==> src/rtl/imem_fetch_ctrl_if.sv <==
// Bundles the instruction-memory bus and the CPU-facing fetch signals of the
// fetch controller; master is the controller side, slave is the environment.
interface imem_fetch_ctrl_if;
   logic        mem_read;
   logic [31:0] mem_address;
   logic [31:0] mem_readdata;
   logic        mem_busywait;
   logic        ins_ready;
   logic [31:0] instruction;
   logic [31:0] pc_out;
   logic        stall;
   logic        branch_taken;
   logic [31:0] branch_target;
   logic        fault;

   modport master (
      output mem_read, mem_address, ins_ready, instruction, pc_out, fault,
      input  mem_readdata, mem_busywait, stall, branch_taken, branch_target
   );

   modport slave (
      input  mem_read, mem_address, ins_ready, instruction, pc_out, fault,
      output mem_readdata, mem_busywait, stall, branch_taken, branch_target
   );
endinterface

==> src/rtl/imem_fetch_ctrl.sv <==
// Instruction fetch controller: prefetches into a 2-entry {pc, instr} FIFO,
// handles branch redirects (draining a busy request) and a memory-timeout fault.
module imem_fetch_ctrl #(
   parameter logic [31:0] RESET_PC = 32'h0000_0000,
   parameter logic [7:0]  TIMEOUT  = 8'd255
) (
   input logic              clk,
   input logic              reset,
   imem_fetch_ctrl_if.master bus
);

   typedef enum logic [1:0] {RUN, DRAIN, HALT} state_t;

   state_t      state;
   logic [31:0] fetch_pc;
   logic [31:0] redirect_pc;
   logic [31:0] fifo_pc    [2];
   logic [31:0] fifo_instr [2];
   logic        rd_ptr;
   logic        wr_ptr;
   logic [1:0]  count;
   logic        req_active;
   logic [7:0]  wait_cnt;
   logic        fault;

   logic        mem_read;
   logic        ins_ready;
   logic        completion;
   logic        stalled;
   logic        pop;
   logic        timeout_hit;
   logic [31:0] target;

   always_comb begin
      mem_read    = ((state == RUN) && ((count < 2'd2) || req_active)) || (state == DRAIN);
      ins_ready   = (state == RUN) && (count != 2'd0);
      completion  = mem_read && !bus.mem_busywait;
      stalled     = mem_read && bus.mem_busywait;
      pop         = ins_ready && !bus.stall;
      timeout_hit = stalled && (({1'b0, wait_cnt} + 9'd1) >= {1'b0, TIMEOUT});
      target      = bus.branch_target & 32'hFFFF_FFFC;
   end

   assign bus.mem_read    = mem_read;
   assign bus.mem_address = fetch_pc;
   assign bus.ins_ready   = ins_ready;
   assign bus.instruction = fifo_instr[rd_ptr];
   assign bus.pc_out      = fifo_pc[rd_ptr];
   assign bus.fault       = fault;

   // fetch_pc is the address on the bus; during DRAIN it holds the abandoned
   // request's address while redirect_pc collects the latest branch target.
   always_ff @(posedge clk) begin
      if (reset) begin
         state         <= RUN;
         fetch_pc      <= RESET_PC & 32'hFFFF_FFFC;
         redirect_pc   <= 32'h0;
         fifo_pc[0]    <= 32'h0;
         fifo_pc[1]    <= 32'h0;
         fifo_instr[0] <= 32'h0;
         fifo_instr[1] <= 32'h0;
         rd_ptr        <= 1'b0;
         wr_ptr        <= 1'b0;
         count         <= 2'd0;
         req_active    <= 1'b0;
         wait_cnt      <= 8'd0;
         fault         <= 1'b0;
      end else begin
         if (stalled)
            wait_cnt <= wait_cnt + 8'd1;
         else if (completion)
            wait_cnt <= 8'd0;

         if (timeout_hit) begin
            state      <= HALT;
            fault      <= 1'b1;
            count      <= 2'd0;
            rd_ptr     <= 1'b0;
            wr_ptr     <= 1'b0;
            req_active <= 1'b0;
         end else begin
            case (state)
               RUN: begin
                  req_active <= stalled;
                  if (bus.branch_taken) begin
                     count  <= 2'd0;
                     rd_ptr <= 1'b0;
                     wr_ptr <= 1'b0;
                     if (stalled) begin
                        state       <= DRAIN;
                        redirect_pc <= target;
                     end else begin
                        fetch_pc <= target;
                     end
                  end else begin
                     if (completion) begin
                        fifo_pc[wr_ptr]    <= fetch_pc;
                        fifo_instr[wr_ptr] <= bus.mem_readdata;
                        wr_ptr             <= ~wr_ptr;
                        fetch_pc           <= fetch_pc + 32'd4;
                     end
                     if (pop)
                        rd_ptr <= ~rd_ptr;
                     case ({completion, pop})
                        2'b10:   count <= count + 2'd1;
                        2'b01:   count <= count - 2'd1;
                        default: count <= count;
                     endcase
                  end
               end
               DRAIN: begin
                  // a redirect arriving on the draining completion edge still wins
                  if (completion) begin
                     state      <= RUN;
                     req_active <= 1'b0;
                     fetch_pc   <= bus.branch_taken ? target : redirect_pc;
                  end else if (bus.branch_taken) begin
                     redirect_pc <= target;
                  end
               end
               HALT: begin
                  state <= HALT;
               end
               default: begin
                  state <= HALT;
               end
            endcase
         end
      end
   end

endmodule

==> src/flat_wrapper.sv <==
// flat-port wrapper written by rule: the top's interface ports become plain ports
module imem_fetch_ctrl_flat 
#(
   parameter logic [31:0] RESET_PC = 32'h0000_0000,
   parameter logic [7:0]  TIMEOUT  = 8'd255
)
  (clk, reset, bus_mem_read, bus_mem_address, bus_ins_ready, bus_instruction, bus_pc_out, bus_fault, bus_mem_readdata, bus_mem_busywait, bus_stall, bus_branch_taken, bus_branch_target);
  imem_fetch_ctrl_if bus_i ();
  input logic clk;
  input logic reset;
  output wire logic [$bits(bus_i.mem_read)-1:0] bus_mem_read;
  output wire logic [$bits(bus_i.mem_address)-1:0] bus_mem_address;
  output wire logic [$bits(bus_i.ins_ready)-1:0] bus_ins_ready;
  output wire logic [$bits(bus_i.instruction)-1:0] bus_instruction;
  output wire logic [$bits(bus_i.pc_out)-1:0] bus_pc_out;
  output wire logic [$bits(bus_i.fault)-1:0] bus_fault;
  input wire logic [$bits(bus_i.mem_readdata)-1:0] bus_mem_readdata;
  input wire logic [$bits(bus_i.mem_busywait)-1:0] bus_mem_busywait;
  input wire logic [$bits(bus_i.stall)-1:0] bus_stall;
  input wire logic [$bits(bus_i.branch_taken)-1:0] bus_branch_taken;
  input wire logic [$bits(bus_i.branch_target)-1:0] bus_branch_target;
  assign bus_mem_read = bus_i.mem_read;
  assign bus_mem_address = bus_i.mem_address;
  assign bus_ins_ready = bus_i.ins_ready;
  assign bus_instruction = bus_i.instruction;
  assign bus_pc_out = bus_i.pc_out;
  assign bus_fault = bus_i.fault;
  assign bus_i.mem_readdata = bus_mem_readdata;
  assign bus_i.mem_busywait = bus_mem_busywait;
  assign bus_i.stall = bus_stall;
  assign bus_i.branch_taken = bus_branch_taken;
  assign bus_i.branch_target = bus_branch_target;
  imem_fetch_ctrl #(.RESET_PC(RESET_PC), .TIMEOUT(TIMEOUT)) u_core (.clk(clk), .reset(reset), .bus(bus_i));
endmodule
==> config.mk <==
export PLATFORM = sky130hd
export DESIGN_NAME = imem_fetch_ctrl_flat
export DESIGN_NICKNAME = d
export VERILOG_FILES = /design/src/rtl/imem_fetch_ctrl_if.sv /design/src/rtl/imem_fetch_ctrl.sv /design/src/flat_wrapper.sv
export SDC_FILE = /design/constraint.sdc
export NUM_CORES = 1
export LEC_CHECK = 0
export CAP_MARGIN = 40
export CORE_MARGIN = 4
export CORE_UTILIZATION = 50
export DETAILED_ROUTE_END_ITERATION = 8
export PLACE_DENSITY = 0.76
export SYNTH_ARGS = -nofsm -noshare
export SYNTH_HDL_FRONTEND = slang
export SYNTH_SLANG_ARGS = --single-unit
==> constraint.sdc <==
create_clock -name clk -period 14.5 [get_ports clk]
set_input_delay 3.625 -clock clk [delete_from_list [all_inputs] [get_ports clk]]
set_output_delay 3.625 -clock clk [all_outputs]
set_load 0.02 [all_outputs]
==> metrics.log <==
[metrics] first-pass GRT wire length: 36,800 µm
[metrics] Met3 Routed Length: 1700 µm
[metrics] leftover overflow at the end of global routing: 0
[metrics] count of boundary I/O pins: 168
[metrics] average routed wire per standard cell: 17.4 µm
[metrics] DRC violation count after routing: 0
[metrics] number of buffers inserted by port buffering: 165
[metrics] slew at the pin closest to its max-slew limit: 0.912 ns
[metrics] count of routing violations after the opening detailed-route iteration: 655
[metrics] total clock sinks: 209
[metrics] number of instances in the placed design: 1,303
[metrics] horizontal extent of the die: 149 µm
[metrics] area share of the largest cell type after synthesis: 0.386
[metrics] hold depth: 1
[metrics] clock tree root driver cell: clkbuf_16
[metrics] total number of H-tree levels: 1
[metrics] number of max-cap violations: 0
[metrics] Vias: 7,409
[metrics] worst setup timing slack at the placement stage: 7.11 ns
[metrics] fraction of the yosys area taken by sequential cells: 0.549
[metrics] worst min-delay path class: reg2reg
[metrics] worst-skew pair later-pin latency: 0.50 ns
[metrics] combined area of all synthesized cells: 9960 µm²
[metrics] leakage component of the power: 4.72 nW
[metrics] maximum clock frequency: 0.147 GHz
[metrics] antenna cell count: 0
[metrics] aggregate global-route resource usage: 0.204
[metrics] count of flip-flops with a built-in enable after synthesis: 128
[metrics] synthesized netlist cell count: 927
[metrics] share of async-settable or async-resettable flops after synthesis: 0
[metrics] Fin Setup TNS: 0 ns
[metrics] Slew Limit Fails: 0
[metrics] setup repair after global routing missed its margin: false
[metrics] final number of hold-violating endpoints: 0
[metrics] Initial Util: 0.510
[metrics] post-detailed-route via-to-cell ratio: 5.51
[metrics] most common cell in the synthesized netlist: and2_1
[metrics] critical path class: in2reg
[metrics] status: completed
[metrics] data required time at the worst endpoint: 14.63 ns
[metrics] count of filler cells inserted in the layout: 1,573
[metrics] CTS tree: yes
[metrics] relative slew slack: 0.392
[metrics] post-cts sizing count: 0
[metrics] detailed-routing iteration count for the pre-antenna-repair pass: 5
[metrics] data arrival time at the worst-slack endpoint: 6.95 ns
[metrics] synthesized area per cell: 10.7 µm²
[metrics] list of most frequent post-synthesis cells: and2_1 (129), edfxtp_1 (128), dfxtp_1 (81), nor2_1 (81), nand2_1 (68)
[metrics] initial antenna violation count: 0
[metrics] count of warnings emitted by yosys: 0
[metrics] clock period minus worst slack: 6.82 ns
[metrics] power density normalized to cell area: 110 nW/µm²
[metrics] die outline height: 149 µm
[metrics] count of cells along the worst register-to-register path: 7
[metrics] unique cell type count in the Yosys netlist: 63
[metrics] share of the cycle needed by the critical path after routing: 0.470
[metrics] least setup slack across all paths after layout: 7.68 ns
[metrics] cell area after layout: 12,500 µm²
[metrics] Crit. End Element: flip-flop
[metrics] Placer Congestion: 0.862
[metrics] largest fanout of any net on the critical path: 50
[metrics] layout overhead on the synthesized area: 25.1%
[metrics] Synth Flop Type: edfxtp_1
[metrics] M1 wire length: 10,200 µm
[metrics] Placeable Area: 19,500 µm²
[metrics] maximum number of pins on one net before global-route repair: 76
[metrics] total detailed-routing wirelength: 23,400 µm
[metrics] final instance count without filler cells: 1,345
[metrics] clk_skew: 0.0136 ns
[metrics] number of global-route vias before repair: 7,067
[metrics] met2 wirelength from detailed routing: 11,000 µm
[metrics] Top Metal Used: met4
[metrics] leading area contributor after synthesis: edfxtp_1
[metrics] synthesis-stage register bit count: 209
[metrics] setup bufs post-CTS: 0
[metrics] hold buffers post-CTS: 0
[metrics] Critical R2R Launch: u_core.state[1]$_SDFFE_PP0P_
[metrics] area post-placement: 11,800 µm²
[metrics] total number of nets in the final design: 1,135
[metrics] clock slew seen by the registers of the worst setup and hold paths: 0.06 ns
[metrics] worst flop-to-flop path endpoint: u_core.fifo_instr[1][15]$_SDFFCE_PN0P_
[metrics] Rows: 51
[metrics] number of buffers added by the clock tree synthesis step: 23
[metrics] cell types occupying the most area after synthesis: edfxtp_1 (39%), dfxtp_1 (16%), and2_1 (8.1%)
[metrics] number of failing setup endpoints in the final timing report: 0
[metrics] Worst VDD drop: 0.0000739 V
[metrics] share of post-route cells with drive strength above 1: 0.115
[metrics] Bufs on Longest Clock Path: 3
[metrics] estimated wirelength of the detail-placed design: 15,300 µm
[metrics] synthesized net count: 999
[metrics] Worst Hold End: u_core.redirect_pc[1]$_SDFFE_PP0P_
[metrics] startpoint type of the worst setup path: primary input
[metrics] reg-to-reg slack, setup: 10.87 ns
[metrics] count of nets left with antenna violations after detail routing: 0
[metrics] Die ar.: 22,200 µm²
[metrics] final core utilization: 0.638
[metrics] HP Start: u_core.redirect_pc[1]$_SDFFE_PP0P_
-- report_power, final --
group	total (mW)	internal, mW	switching [mW]	leakage (nW)
clock	0.534	0.315	0.219	0.336
sequential	0.678	0.659	0.0183	2.00
combinational	0.165	0.0781	0.0872	2.38
-- flip-flops by register name, summed over array words and instances (netlist names), named ones only --
name and flops:
u_core.bus.fault 1, u_core.rd_ptr 1, u_core.state 2, u_core.count 2, u_core.fifo_pc 64, u_core.wait_cnt 8, u_core.redirect_pc 32, u_core.req_active 1
u_core.wr_ptr 1, u_core.bus.mem_address 32, u_core.fifo_instr 64
-- cells by family after synthesis --
| family | synth area share |
|---|---|
| buffers and inverters | 0.0406 |
| multiplexers | 0.105 |
| adder cells (fa/ha/maj) | 0.00377 |
| AO/OA/AOI/OAI | 0.0985 |
| AND/OR/NAND/NOR | 0.199 |
| XOR/XNOR | 0.00528 |
| flip-flops | 0.549 |
-- cells in the final DEF (no fill, tap or decap), types with 3 or more instances in the layout --
master | netlist | routed
clkdlybuf4s50_1 | 0 | 163
and2_1 | 129 | 129
edfxtp_1 | 128 | 128
nor2_1 | 81 | 81
dfxtp_1 | 81 | 80
nand2_1 | 68 | 68
mux2_2 | 64 | 64
o21ai_0 | 52 | 51
a21oi_1 | 47 | 47
mux2i_1 | 32 | 32
clkbuf_16 | 0 | 23
nand3_1 | 20 | 20
a31oi_1 | 13 | 13
a211oi_1 | 13 | 13
nor3_1 | 13 | 13
clkbuf_1 | 36 | 12
nor2b_1 | 11 | 11
and3_1 | 11 | 10
buf_4 | 2 | 10
nor4_1 | 9 | 9
inv_1 | 8 | 8
and4_1 | 7 | 7
nand2b_1 | 7 | 7
or3_1 | 6 | 6
clkbuf_8 | 0 | 4
a22oi_1 | 3 | 3
o22ai_1 | 3 | 3
a21o_1 | 3 | 3
a221o_1 | 3 | 3
xor2_1 | 3 | 3
xnor2_1 | 3 | 3
ha_1 | 3 | 3
buf_16 | 0 | 3
-- routing by layer --
layer	global-route usage	vias to the layer above
met5	0	-
met2	0.339	221
met4	0.0435	0
met1	0.284	3559
li1	-	3592
met3	0.0365	37
-- worst max-delay path, cell delays in order --
cell and delay, ns:
clkdlybuf4s50_1 0.59, or4_1 0.78, inv_2 0.11, and3_2 0.55
buf_16 0.24, or2_2 0.37, buf_4 0.63
-- per-stage QoR --
| stage | hold slack [ns] | power, mW |
|---|---|---|
| floorplan | 0.452 | 0.778 |
| CTS | 0.487 | 1.39 |
| finish | 0.485 | 1.38 |
| global placement | 0.467 | 0.849 |
| detailed placement | 0.472 | 0.856 |
| global route | 0.504 | 1.43 |
-- layout make-up --
| type | instances | area (µm²) | share of cell area |
|---|---|---|---|
| flip-flops and latches | 209 | 5470 | 0.439 |
| multi-input cells | 640 | 4110 | 0.330 |
| well taps | 265 | 332 | 0.0266 |
| clock buffers | 39 | 676 | 0.0542 |
| clock inverters | 3 | 17.5 | 0.00141 |
| repair buffers | 180 | 1830 | 0.147 |
| inverters | 9 | 33.8 | 0.00271 |
-- worst max-delay path by stage --
| stage | slack, ns | endpoint | from | cells past startpoint |
|---|---|---|---|---|
| 4_1_cts | 7.64 | u_core.fifo_pc[1][18]$_SDFFCE_PN0P_ | bus_mem_busywait | 7 |
| 5_1_grt | 7.46 | u_core.fifo_pc[1][18]$_SDFFCE_PN0P_ | bus_mem_busywait | 7 |
| 2_1_floorplan | 4.97 | u_core.fifo_instr[0][0]$_SDFFCE_PN0P_ | bus_mem_busywait | 4 |
| 3_3_place_gp | 6.89 | u_core.fifo_pc[1][18]$_SDFFCE_PN0P_ | bus_mem_busywait | 6 |
| 3_5_place_dp | 7.11 | u_core.fifo_pc[1][20]$_SDFFCE_PN0P_ | bus_mem_busywait | 7 |
| 6_report | 7.68 | u_core.fifo_instr[1][15]$_SDFFCE_PN0P_ | bus_mem_busywait | 7 |
(Power assumes the default switching activity.)
